`src/rtl/tracking_pkg.sv`:
```
// rtl/tracking_pkg.sv - shared constants, types and distance helper for the target scheduler
// Purpose : zone count, screen centre, FSM/mode enums, zone record and Manhattan distance.
// Ports   : none (package).
package tracking_pkg;

    localparam int N_ZONE   = 16;
    localparam int CENTER_X = 320;
    localparam int CENTER_Y = 240;

    typedef enum logic [1:0] {
        ST_WAIT_FRAME = 2'd0,
        ST_SCAN       = 2'd1,
        ST_UPDATE     = 2'd2
    } fsm_state_t;

    typedef enum logic {
        MODE_SEARCH = 1'b0,
        MODE_LOCKED = 1'b1
    } track_mode_t;

    typedef struct packed {
        logic        found;
        logic [9:0]  x;
        logic [9:0]  y;
        logic [11:0] box_x_min;
        logic [11:0] box_x_max;
        logic [11:0] box_y_min;
        logic [11:0] box_y_max;
    } zone_t;

    // Two 10-bit absolute differences summed into 11 bits cannot overflow.
    function automatic logic [10:0] manhattan(input logic [9:0] ax, input logic [9:0] ay,
                                              input logic [9:0] bx, input logic [9:0] by);
        logic [9:0] dx;
        logic [9:0] dy;
        dx = (ax >= bx) ? (ax - bx) : (bx - ax);
        dy = (ay >= by) ? (ay - by) : (by - ay);
        return {1'b0, dx} + {1'b0, dy};
    endfunction

endpackage

```
`src/rtl/target_scheduler_if.sv`:
```
// rtl/target_scheduler_if.sv - detector zone-result bus into the target scheduler
// Purpose : groups the per-zone detector result strobe and fields.
// Ports   : master = detector (drives), slave = scheduler (receives).
interface target_scheduler_if;

    logic        det_valid;
    logic [3:0]  det_idx;
    logic        det_found;
    logic [9:0]  det_x;
    logic [9:0]  det_y;
    logic [11:0] det_box_x_min;
    logic [11:0] det_box_x_max;
    logic [11:0] det_box_y_min;
    logic [11:0] det_box_y_max;

    modport master (
        output det_valid, det_idx, det_found, det_x, det_y,
               det_box_x_min, det_box_x_max, det_box_y_min, det_box_y_max
    );

    modport slave (
        input  det_valid, det_idx, det_found, det_x, det_y,
               det_box_x_min, det_box_x_max, det_box_y_min, det_box_y_max
    );

endinterface

```
`src/rtl/zone_bank.sv`:
```
// rtl/zone_bank.sv - shadow/display double buffer of zone results
// Purpose : detector writes land in the shadow bank; swap copies shadow to display in one
//           cycle and clears shadow found bits. A write in the swap cycle lands after the clear.
// Ports   : clk, reset_n (async active-low); wr_en/wr_idx/wr_data shadow write;
//           swap copy strobe; disp registered display bank.
module zone_bank
    import tracking_pkg::*;
(
    input  logic                    clk,
    input  logic                    reset_n,
    input  logic                    wr_en,
    input  logic [3:0]              wr_idx,
    input  zone_t                   wr_data,
    input  logic                    swap,
    output zone_t [N_ZONE-1:0]      disp
);

    zone_t [N_ZONE-1:0] shadow_q;
    zone_t [N_ZONE-1:0] shadow_d;
    zone_t [N_ZONE-1:0] disp_q;
    zone_t [N_ZONE-1:0] disp_d;

    always_comb begin
        shadow_d = shadow_q;
        disp_d   = disp_q;
        if (swap) begin
            disp_d = shadow_q;
            for (int i = 0; i < N_ZONE; i++) begin
                shadow_d[i].found = 1'b0;
            end
        end
        // Applied after the clear so a coincident write survives into the next frame.
        if (wr_en) begin
            shadow_d[wr_idx] = wr_data;
        end
    end

    always_ff @(posedge clk or negedge reset_n) begin
        if (!reset_n) begin
            shadow_q <= '0;
            disp_q   <= '0;
        end else begin
            shadow_q <= shadow_d;
            disp_q   <= disp_d;
        end
    end

    assign disp = disp_q;

endmodule

```
`src/rtl/target_scheduler.sv`:
```
// rtl/target_scheduler.sv - per-frame zone scan and single-target tracker
// Purpose : double-buffers detector zone results, scans the display bank once per frame for
//           the candidate nearest the reference point, and maintains a locked track.
// Ports   : clk, reset_n (async active-low); frame_tick end-of-frame pulse; det detector bus;
//           target_off disables tracking; *_all display bank; trk_* selected target;
//           trk_update refresh pulse; overrun dropped-tick pulse.
module target_scheduler
    import tracking_pkg::*;
#(
    parameter int MISS_LIMIT = 8,
    parameter int JUMP_MAX   = 64
) (
    input  logic                     clk,
    input  logic                     reset_n,
    input  logic                     frame_tick,
    target_scheduler_if.slave        det,
    input  logic                     target_off,
    output logic [N_ZONE-1:0][9:0]   aim_x_all,
    output logic [N_ZONE-1:0][9:0]   aim_y_all,
    output logic [N_ZONE-1:0]        aim_detected_all,
    output logic [N_ZONE-1:0][11:0]  box_x_min_all,
    output logic [N_ZONE-1:0][11:0]  box_x_max_all,
    output logic [N_ZONE-1:0][11:0]  box_y_min_all,
    output logic [N_ZONE-1:0][11:0]  box_y_max_all,
    output logic [9:0]               trk_x,
    output logic [9:0]               trk_y,
    output logic [3:0]               trk_idx,
    output logic                     trk_valid,
    output logic                     trk_update,
    output logic                     overrun
);

    localparam int                MISS_W   = $clog2(MISS_LIMIT + 1);
    localparam logic [MISS_W-1:0] MISS_LIM = MISS_W'(MISS_LIMIT);
    localparam logic [10:0]       JUMP_LIM = 11'(JUMP_MAX);
    localparam logic [9:0]        CX       = 10'(CENTER_X);
    localparam logic [9:0]        CY       = 10'(CENTER_Y);
    localparam logic [3:0]        LAST_IDX = 4'(N_ZONE - 1);

    fsm_state_t         state_q, state_d;
    track_mode_t        mode_q, mode_d;
    logic [3:0]         scan_idx_q, scan_idx_d;
    logic [3:0]         best_idx_q, best_idx_d;
    logic [10:0]        best_dist_q, best_dist_d;
    logic               best_found_q, best_found_d;
    logic [MISS_W-1:0]  miss_q, miss_d;
    logic [9:0]         trk_x_q, trk_x_d;
    logic [9:0]         trk_y_q, trk_y_d;
    logic [3:0]         trk_idx_q, trk_idx_d;
    logic               trk_valid_q, trk_valid_d;
    logic               trk_update_q, trk_update_d;
    logic               overrun_q, overrun_d;

    logic               swap;
    zone_t              wr_data;
    zone_t [N_ZONE-1:0] disp_bank;
    logic [9:0]         ref_x;
    logic [9:0]         ref_y;
    logic [10:0]        scan_dist;
    logic [MISS_W-1:0]  miss_inc;

    assign wr_data = '{found:     det.det_found,
                       x:         det.det_x,
                       y:         det.det_y,
                       box_x_min: det.det_box_x_min,
                       box_x_max: det.det_box_x_max,
                       box_y_min: det.det_box_y_min,
                       box_y_max: det.det_box_y_max};

    zone_bank u_zone_bank (
        .clk     (clk),
        .reset_n (reset_n),
        .wr_en   (det.det_valid),
        .wr_idx  (det.det_idx),
        .wr_data (wr_data),
        .swap    (swap),
        .disp    (disp_bank)
    );

    always_comb begin
        state_d      = state_q;
        mode_d       = mode_q;
        scan_idx_d   = scan_idx_q;
        best_idx_d   = best_idx_q;
        best_dist_d  = best_dist_q;
        best_found_d = best_found_q;
        miss_d       = miss_q;
        trk_x_d      = trk_x_q;
        trk_y_d      = trk_y_q;
        trk_idx_d    = trk_idx_q;
        trk_valid_d  = trk_valid_q;
        trk_update_d = 1'b0;
        overrun_d    = 1'b0;
        swap         = 1'b0;

        ref_x     = (mode_q == MODE_LOCKED) ? trk_x_q : CX;
        ref_y     = (mode_q == MODE_LOCKED) ? trk_y_q : CY;
        scan_dist = manhattan(disp_bank[scan_idx_q].x, disp_bank[scan_idx_q].y, ref_x, ref_y);
        miss_inc  = (miss_q == '1) ? miss_q : (miss_q + 1'b1);

        case (state_q)
            ST_WAIT_FRAME: begin
                if (frame_tick) begin
                    swap         = 1'b1;
                    state_d      = ST_SCAN;
                    scan_idx_d   = '0;
                    best_idx_d   = '0;
                    best_dist_d  = '1;
                    best_found_d = 1'b0;
                end
            end
            ST_SCAN: begin
                overrun_d = frame_tick;
                // Strict less-than keeps the lower zone index on ties.
                if (disp_bank[scan_idx_q].found && (!best_found_q || (scan_dist < best_dist_q))) begin
                    best_found_d = 1'b1;
                    best_idx_d   = scan_idx_q;
                    best_dist_d  = scan_dist;
                end
                if (scan_idx_q == LAST_IDX) begin
                    state_d = ST_UPDATE;
                end else begin
                    scan_idx_d = scan_idx_q + 1'b1;
                end
            end
            ST_UPDATE: begin
                overrun_d    = frame_tick;
                trk_update_d = 1'b1;
                state_d      = ST_WAIT_FRAME;
                if (target_off) begin
                    mode_d      = MODE_SEARCH;
                    trk_valid_d = 1'b0;
                    miss_d      = '0;
                end else if (mode_q == MODE_SEARCH) begin
                    if (best_found_q) begin
                        trk_x_d     = disp_bank[best_idx_q].x;
                        trk_y_d     = disp_bank[best_idx_q].y;
                        trk_idx_d   = best_idx_q;
                        trk_valid_d = 1'b1;
                        mode_d      = MODE_LOCKED;
                        miss_d      = '0;
                    end
                end else begin
                    if (best_found_q && (best_dist_q <= JUMP_LIM)) begin
                        trk_x_d   = disp_bank[best_idx_q].x;
                        trk_y_d   = disp_bank[best_idx_q].y;
                        trk_idx_d = best_idx_q;
                        miss_d    = '0;
                    end else if (miss_inc >= MISS_LIM) begin
                        mode_d      = MODE_SEARCH;
                        trk_valid_d = 1'b0;
                        miss_d      = '0;
                    end else begin
                        miss_d = miss_inc;
                    end
                end
            end
            default: begin
                state_d = ST_WAIT_FRAME;
            end
        endcase
    end

    always_ff @(posedge clk or negedge reset_n) begin
        if (!reset_n) begin
            state_q      <= ST_WAIT_FRAME;
            mode_q       <= MODE_SEARCH;
            scan_idx_q   <= '0;
            best_idx_q   <= '0;
            best_dist_q  <= '0;
            best_found_q <= 1'b0;
            miss_q       <= '0;
            trk_x_q      <= '0;
            trk_y_q      <= '0;
            trk_idx_q    <= '0;
            trk_valid_q  <= 1'b0;
            trk_update_q <= 1'b0;
            overrun_q    <= 1'b0;
        end else begin
            state_q      <= state_d;
            mode_q       <= mode_d;
            scan_idx_q   <= scan_idx_d;
            best_idx_q   <= best_idx_d;
            best_dist_q  <= best_dist_d;
            best_found_q <= best_found_d;
            miss_q       <= miss_d;
            trk_x_q      <= trk_x_d;
            trk_y_q      <= trk_y_d;
            trk_idx_q    <= trk_idx_d;
            trk_valid_q  <= trk_valid_d;
            trk_update_q <= trk_update_d;
            overrun_q    <= overrun_d;
        end
    end

    always_comb begin
        for (int i = 0; i < N_ZONE; i++) begin
            aim_x_all[i]        = disp_bank[i].x;
            aim_y_all[i]        = disp_bank[i].y;
            aim_detected_all[i] = disp_bank[i].found;
            box_x_min_all[i]    = disp_bank[i].box_x_min;
            box_x_max_all[i]    = disp_bank[i].box_x_max;
            box_y_min_all[i]    = disp_bank[i].box_y_min;
            box_y_max_all[i]    = disp_bank[i].box_y_max;
        end
    end

    assign trk_x      = trk_x_q;
    assign trk_y      = trk_y_q;
    assign trk_idx    = trk_idx_q;
    assign trk_valid  = trk_valid_q;
    assign trk_update = trk_update_q;
    assign overrun    = overrun_q;

endmodule

```
`src/flat_wrapper.sv`:
```
// flat-port wrapper written by rule: the top's interface ports become plain ports
module target_scheduler_flat import tracking_pkg::*;
#(
    parameter int MISS_LIMIT = 8,
    parameter int JUMP_MAX   = 64
)
  (clk, reset_n, frame_tick, target_off, aim_x_all, aim_y_all, aim_detected_all, box_x_min_all, box_x_max_all, box_y_min_all, box_y_max_all, trk_x, trk_y, trk_idx, trk_valid, trk_update, overrun, det_det_valid, det_det_idx, det_det_found, det_det_x, det_det_y, det_det_box_x_min, det_det_box_x_max, det_det_box_y_min, det_det_box_y_max);
  target_scheduler_if det_i ();
  input  logic clk;
  input  logic reset_n;
  input  logic frame_tick;
  input  logic target_off;
  output logic [N_ZONE-1:0][9:0] aim_x_all;
  output logic [N_ZONE-1:0][9:0] aim_y_all;
  output logic [N_ZONE-1:0] aim_detected_all;
  output logic [N_ZONE-1:0][11:0] box_x_min_all;
  output logic [N_ZONE-1:0][11:0] box_x_max_all;
  output logic [N_ZONE-1:0][11:0] box_y_min_all;
  output logic [N_ZONE-1:0][11:0] box_y_max_all;
  output logic [9:0] trk_x;
  output logic [9:0] trk_y;
  output logic [3:0] trk_idx;
  output logic trk_valid;
  output logic trk_update;
  output logic overrun;
  input wire logic [$bits(det_i.det_valid)-1:0] det_det_valid;
  input wire logic [$bits(det_i.det_idx)-1:0] det_det_idx;
  input wire logic [$bits(det_i.det_found)-1:0] det_det_found;
  input wire logic [$bits(det_i.det_x)-1:0] det_det_x;
  input wire logic [$bits(det_i.det_y)-1:0] det_det_y;
  input wire logic [$bits(det_i.det_box_x_min)-1:0] det_det_box_x_min;
  input wire logic [$bits(det_i.det_box_x_max)-1:0] det_det_box_x_max;
  input wire logic [$bits(det_i.det_box_y_min)-1:0] det_det_box_y_min;
  input wire logic [$bits(det_i.det_box_y_max)-1:0] det_det_box_y_max;
  assign det_i.det_valid = det_det_valid;
  assign det_i.det_idx = det_det_idx;
  assign det_i.det_found = det_det_found;
  assign det_i.det_x = det_det_x;
  assign det_i.det_y = det_det_y;
  assign det_i.det_box_x_min = det_det_box_x_min;
  assign det_i.det_box_x_max = det_det_box_x_max;
  assign det_i.det_box_y_min = det_det_box_y_min;
  assign det_i.det_box_y_max = det_det_box_y_max;
  target_scheduler #(.MISS_LIMIT(MISS_LIMIT), .JUMP_MAX(JUMP_MAX)) u_core (.clk(clk), .reset_n(reset_n), .frame_tick(frame_tick), .det(det_i), .target_off(target_off), .aim_x_all(aim_x_all), .aim_y_all(aim_y_all), .aim_detected_all(aim_detected_all), .box_x_min_all(box_x_min_all), .box_x_max_all(box_x_max_all), .box_y_min_all(box_y_min_all), .box_y_max_all(box_y_max_all), .trk_x(trk_x), .trk_y(trk_y), .trk_idx(trk_idx), .trk_valid(trk_valid), .trk_update(trk_update), .overrun(overrun));
endmodule
```
`config.mk`:
```
export PLATFORM = sky130hd
export DESIGN_NAME = target_scheduler_flat
export DESIGN_NICKNAME = d
export VERILOG_FILES = /design/src/rtl/tracking_pkg.sv /design/src/rtl/target_scheduler_if.sv /design/src/rtl/zone_bank.sv /design/src/rtl/target_scheduler.sv /design/src/flat_wrapper.sv
export SDC_FILE = /design/constraint.sdc
export NUM_CORES = 2
export LEC_CHECK = 0
export ABC_AREA = 1
export CAP_MARGIN = 15
export CORE_MARGIN = 2
export CORE_UTILIZATION = 35
export CTS_CLUSTER_DIAMETER = 30
export DETAILED_ROUTE_END_ITERATION = 8
export GPL_TIMING_DRIVEN = 0
export SLEW_MARGIN = 30
export SYNTH_ARGS = -nofsm -noshare
export SYNTH_HDL_FRONTEND = slang
export SYNTH_HIERARCHICAL = 1
export SYNTH_SLANG_ARGS = --single-unit
export TNS_END_PERCENT = 30
```
`constraint.sdc`:
```
create_clock -name clk -period 4.72 [get_ports clk]
set_input_delay 0.472 -clock clk [delete_from_list [all_inputs] [get_ports clk]]
set_output_delay 0.472 -clock clk [all_outputs]
set_load 0.01 [all_outputs]
```
# Word level (Yosys, flattened, before mapping)
# Cells that the tools add are included.
op_classes:
  add_sub_neg: 7
  n_eq_ne: 11
  n_bitwise: 1
  n_reduce_logical: 16
  n_mux: 71
  n_lt_le_gt_ge: 9
ops:
  columns: ["cell", "count"]
  rows:
  - ["$bwmux 1104", 1]
  - ["$mux 1104", 1]
  - ["$bmux 69 s4", 2]
  - ["$demux 69 s4", 1]
  - ["$mux 69", 2]
  - ["$mux 10", 10]
  - ["$mux 68", 1]
  - ["$mux 4", 12]
  - ["$sub 10x10->10", 4]
  - ["$mux 1", 32]
  - ["$mux 11", 2]
  - ["$pmux 11 s2", 1]
  - ["$ge 10x10->1", 2]
  - ["$pmux 4 s2", 2]
  - ["$lt 4x5->1 const B", 3]
  - ["$add 10x10->11", 1]
  - ["$le 11x7->1 const B", 1]
  - ["$lt 11x11->1", 1]
  - ["$add 4x1->4 const B", 2]
  - ["$eq 4x4->1 const B", 2]
  - ["$reduce_and 4->1", 2]
  - ["$ne 2x2->1 const B", 3]
  - ["$ne 3x3->1 const B", 2]
  - ["$reduce_and 3->1", 2]
  - ["17 further kinds", 23]
word_totals:
  wordCells: 352
  regBits: 2262
  in_bits: 78
  out_inout_bits: 1131

# Logic depth before layout (Yosys ltp)
logic_depth:
  depth_word: 10
  ltp_mapped: 42
  ltp_nobuf: 39

# Hierarchy
# Netlist, hierarchy kept.
by_module_without_submodules:
  columns: ["module", "cells_per_inst", "n_inst", "area_each_um2"]
  rows:
  - ["zone_bank", 9614, 1, 85391.9]
  - ["target_scheduler", 2011, 1, 11307.1]

# Worst setup path before layout
# Ideal clock, no wire load.
synth_timing:
  path_kind: "register to register"
  start: "register u_core.scan_idx_q[0]"
  end: "register u_core.best_idx_q[2]"
  setup_time_ps: 117
  stages_incl_launch_ff: 39
  arrival_ps: 4766
  path_slack_ps: -164
  t_required_ps: 4603
  path_cell_list: "dfrtp_1 buf_6 buf_6 buf_4 o21ai_0 o21ai_0 o211ai_1 nand3_1 inv_1 ha_1 inv_1 fa_1 nand4_1 nand3_1 a21oi_2 buf_4 nand2_1 and2_1 (+3 left out) a21oi_1 inv_1 nand2_1 nand2_1 ha_1 nand2_1 inv_1 nand2_1 nand2_1 nand2_1 nand3_1 nand2_1 nand3_2 nand2_4 nand2_4 buf_6 nand2_1 nand2_1"
synth_via:
  elab_chain_cells: 10
synth_rtl:
  columns: ["item", "line", "rtl"]
  rows:
  - ["start: declaration", "target_scheduler.sv:42", "logic [3:0] scan_idx_q, scan_idx_d;"]
  - ["start signal: assignment", "target_scheduler.sv:182", "scan_idx_q <= scan_idx_d;"]
  - ["$bmux 69 s4 (*)", "target_scheduler.sv:98, target_scheduler.sv:115", null]
  - ["$mux 69 (not written as such) (*)", "target_scheduler.sv:98", "scan_dist = manhattan(disp_bank[scan_idx_q].x, disp_bank[scan_idx_q].y, ref_x, ref_y);"]
  - ["$sub 10x10->10, or another cell as far along", "tracking_pkg.sv:36", "dx = (ax >= bx) ? (ax - bx) : (bx - ax);"]
  - ["$mux 10, on equally long branches", "tracking_pkg.sv:36, tracking_pkg.sv:37", null]
  - ["$add 10x10->11", "tracking_pkg.sv:38", "return {1'b0, dx} + {1'b0, dy};"]
  - ["$lt 11x11->1", "target_scheduler.sv:115", "if (disp_bank[scan_idx_q].found && (!best_found_q || (scan_dist < best_dist_q))) begin"]
  - ["$logic_or 1x1->1", "target_scheduler.sv:115", null]
  - ["$logic_and 1x1->1 (*)", "target_scheduler.sv:115", null]
  - ["$ne 2x1->1 (no source line) (*)", null, null]
  - ["$reduce_and 3->1 (no source line) (*)", null, null]
  - ["end signal: assignment", "target_scheduler.sv:183", "best_idx_q <= best_idx_d;"]
  - ["end: declaration", "target_scheduler.sv:43", "logic [3:0] best_idx_q, best_idx_d;"]
# Every way passes the cells marked *; elsewhere a longest branch is shown, timed or not. The select of a mux whose other input is x is not followed.
# A chain may end at the register's enable or synchronous reset.

# Final worst setup path
layout_timing:
  start: "register u_core.scan_idx_q[0]"
  end: "register u_core.best_dist_q[9]"
layout_via:
  elab_chain_cells: 10
layout_rtl:
  columns: ["item", "line", "rtl"]
  rows:
  - ["$bmux 69 s4 (*)", "target_scheduler.sv:98, target_scheduler.sv:115", null]
  - ["$mux 69 (not written as such) (*)", "target_scheduler.sv:98", null]
  - ["$sub 10x10->10, or another cell as far along", "tracking_pkg.sv:36", null]
  - ["$mux 10, on equally long branches", "tracking_pkg.sv:36, tracking_pkg.sv:37", null]
  - ["$add 10x10->11", "tracking_pkg.sv:38", null]
  - ["$lt 11x11->1", "target_scheduler.sv:115", null]
  - ["$logic_or 1x1->1", "target_scheduler.sv:115", null]
  - ["$logic_and 1x1->1", "target_scheduler.sv:115", null]
  - ["$ne 2x1->1 (no source line)", null, null]
  - ["$reduce_and 3->1 (no source line)", null, null]
  - ["end signal: assignment", "target_scheduler.sv:184", "best_dist_q <= best_dist_d;"]
  - ["end: declaration", "target_scheduler.sv:44", "logic [10:0] best_dist_q, best_dist_d;"]
# Marked as above.

==> reports/qor.yml <==
io_pins: 1209
synthTopCellsByArea: "dfrtp_1, nand2_1, o21ai_0"
synth.distinct_cells: 43
grt_max_degree: 126
critical_path_class: "reg2reg"
rows: 192
slowest_delay_ns: 0.46
p_per_area_nw_per_um2: 940.7
start_kind: "register"
synth_mux_area_frac: 0
io_buffer_count: 1134
vias: 92930
fin_nets: 13540
synth_common_cells: "nand2_1, dfrtp_1, o21ai_0"
cap_violations: 0
tritoncts: "done"
yosysMostFrequentCell: "nand2_1"
routed_via_density: 5.293
status: "finished with violations"
cts_num_sinks: 2262
antenna_found_initial: 64
clock.fmax_mhz: 179.2
synth_top_area_cell: "dfrtp_1"
gp_congestion: 1.003
drtIter0Drc: 11500
ys_ff_latch: 2262
synthAdderAreaFrac: 0.009316
rsz0062_at_grt: "yes"
clk_latency_ns: 0.99
mappedNetlistArea_sq_um: 96700
worst_slack_ns: -0.8600
die_h_microns: 529.6
synth_ff_type: "dfrtp_1"
grt_util_all_layers: 0.3609
clockBufferDepth: 4
irDropWorstVdd_mv: 1.678
chipWidth_microns: 529.6
grt_pass1_vias: 87720
slew_viol_final: 0
synthSimpleGateAreaFrac: 0.2846
grt_overflow_total: 0
synth_top_area_frac: 0.5854
final_util: 0.4891
clkTransAtPathRegs_ns: 0.05
finalCriticalPeriod_ns: 5.580
hold_violations: 0
dp.final_hpwl_microns: 386900
crit_slowest_cell: "dfrtp_2"
leakagePower_nw: 67.62
synth_xor_area_frac: 0.002989
violations: "setup timing"
area.growth.synth_to_final_pct: 38.76
syn-num-nets: 11770
syn_inst: 11630
path_max_fanout: 7
fillCellCount: 26360
ys_seq_area_frac: 0.5854
dr.pass1.iters: 9
final.setup.tns_ns: -13.25
finalSetupViolations: 16
path_common_cell: "nand2_1"
initial_core_util: 0.3525
clock-root-buffer: "clkbuf_16"
tightest_slew_ns: 1.261
finalClockSkew_ns: 0.08572
yosysWarnings: 6
min_path_type: "in2reg"
worst_path_dominant_cell_family: "buffers and inverters"
antenna_left: 0
wire_per_inst_microns: 29.71
place_area_sq_um: 113800
crit_buf_inv: 11
htree_levels: 5
synth_top_family_by_area: "simple AND/OR/NAND/NOR gates"
drc_errors: 0
grt_pass1_wl_microns: 702400
final_min_period_over_clock_period: 1.182
final_area_sq_um: 134200
slew_headroom: 0.1592
coreArea_sq_um: 274300
routed_wl_microns: 521600
worstPathArrival_ns: 6.37
die-area_sq_um: 280500
avgSynthCellArea_sq_um: 8.318
synth_compound_area_frac: 0.06005
layout-drive-gt1-share: 0.1222
synth_edf_count: 0
synthArstFlopShare: 1.000
cts_made_buffers: 479
end_kind: "register"
cp_data_required_time_ns: 5.51
cell families (layout without fill, tap and decap cells):
group | Yosys count | in the layout
AO/OA/AOI/OAI | 1005 | 1005
flip-flops | 2262 | 2262
buffers and inverters | 1315 | 3500
AND/OR/NAND/NOR | 6941 | 6941
adder cells (fa/ha/maj) | 69 | 69
other | 0 | 61
XOR/XNOR | 33 | 33
worst min-delay path: stages:
cell,delay [ns]
clkbuf_1,0.26
nand3_1,0.17
nand2_1,0.05
cell type report:
cell class,count,area (sq um),share of cell area
repair buffers,1288,13640,0.1017
clock buffers,611,13320,0.09924
inverters,438,1662,0.01238
plain buffers,872,4442,0.03310
multi-input cells,8048,35870,0.2673
well taps,3686,4612,0.03437
clock inverters,291,3879,0.02891
flip-flops and latches,2262,56610,0.4219
diodes,61,152.6,0.001138
path summary, 6_finish.rpt:
check,end,startpoint,cells past startpoint,slack [ns]
min reg2reg,u_core/u_zone_bank/disp[969],register,2,0.40
max in group asynchronous,asynchronous set/reset pin,reset_n,10,0.69
min in group asynchronous,u_core/best_dist_q[1],reset_n,3,0.25
min,register,det_det_box_y_min[7],3,0.05
max,u_core/best_dist_q[9],u_core/scan_idx_q[0],39,-0.86
max reg2reg,u_core/best_dist_q[9],u_core/scan_idx_q[0],39,-0.86
report_power, final:
| part | total (W) | switching (W) | internal [W] | leakage, nW |
|---|---|---|---|---|
| combinational | 0.0579 | 0.0343 | 0.0236 | 30.6 |
| clock | 0.0351 | 0.0119 | 0.0232 | 8.21 |
| sequential | 0.0332 | 0.00707 | 0.0262 | 28.8 |
through the flow:
stage	std cells	hold slack (ns)	power [W]	setup slack (ns)
3_3_place_gp	16450	0.4531	0.07954	-104.82
3_5_place_dp	16480	0.4577	0.07954	-2.355
5_1_grt	17520	0.02054	0.1314	-1.017
4_1_cts	17460	0.001069	0.1211	-0.8349
6_report	17560	0.04641	0.1262	-0.8600
2_1_floorplan	11630	0.1764	0.05304	0.01004
layer usage:
| metal | up-vias | wire length, microns | GRT usage |
|---|---|---|---|
| met3 | 1347 | 63830 | 0.1318 |
| met2 | 5630 | 223000 | 0.5322 |
| li1 | 40230 | - | - |
| met4 | 12 | 44450 | 0.2643 |
| met1 | 45720 | 190300 | 0.4325 |
| met5 | - | 75 | 0 |
placed cells by master, fill, tap and decap left out, types with 102 or more instances in the layout:
cell type | Yosys | final
a21oi_1 | 204 | 182
buf_2 | 334 | 309
buf_4 | 38 | 102
clkbuf_1 | 469 | 469
clkbuf_16 | 0 | 491
clkdlybuf4s50_1 | 0 | 1133
dfrtp_1 | 2262 | 2260
inv_1 | 430 | 399
nand2_1 | 6003 | 5941
nand3_1 | 449 | 428
nand4_1 | 280 | 280
nor2_1 | 173 | 156
o211ai_1 | 121 | 121
o21ai_0 | 473 | 414
o21bai_1 | 141 | 141
what timing repair did:
item | 4_1_cts | 5_1_grt
setup endpoints to repair | 16 | 105
buffers inserted | 48 | 26
gates cloned | 7 | 8
pin swaps | 67 | 115
endpoints found under the hold margin | 230 | 0
hold buffers | 29 | 0
gates resized for setup | 328 | 182
No activity file was read; power rests on OpenSTA's default activity.
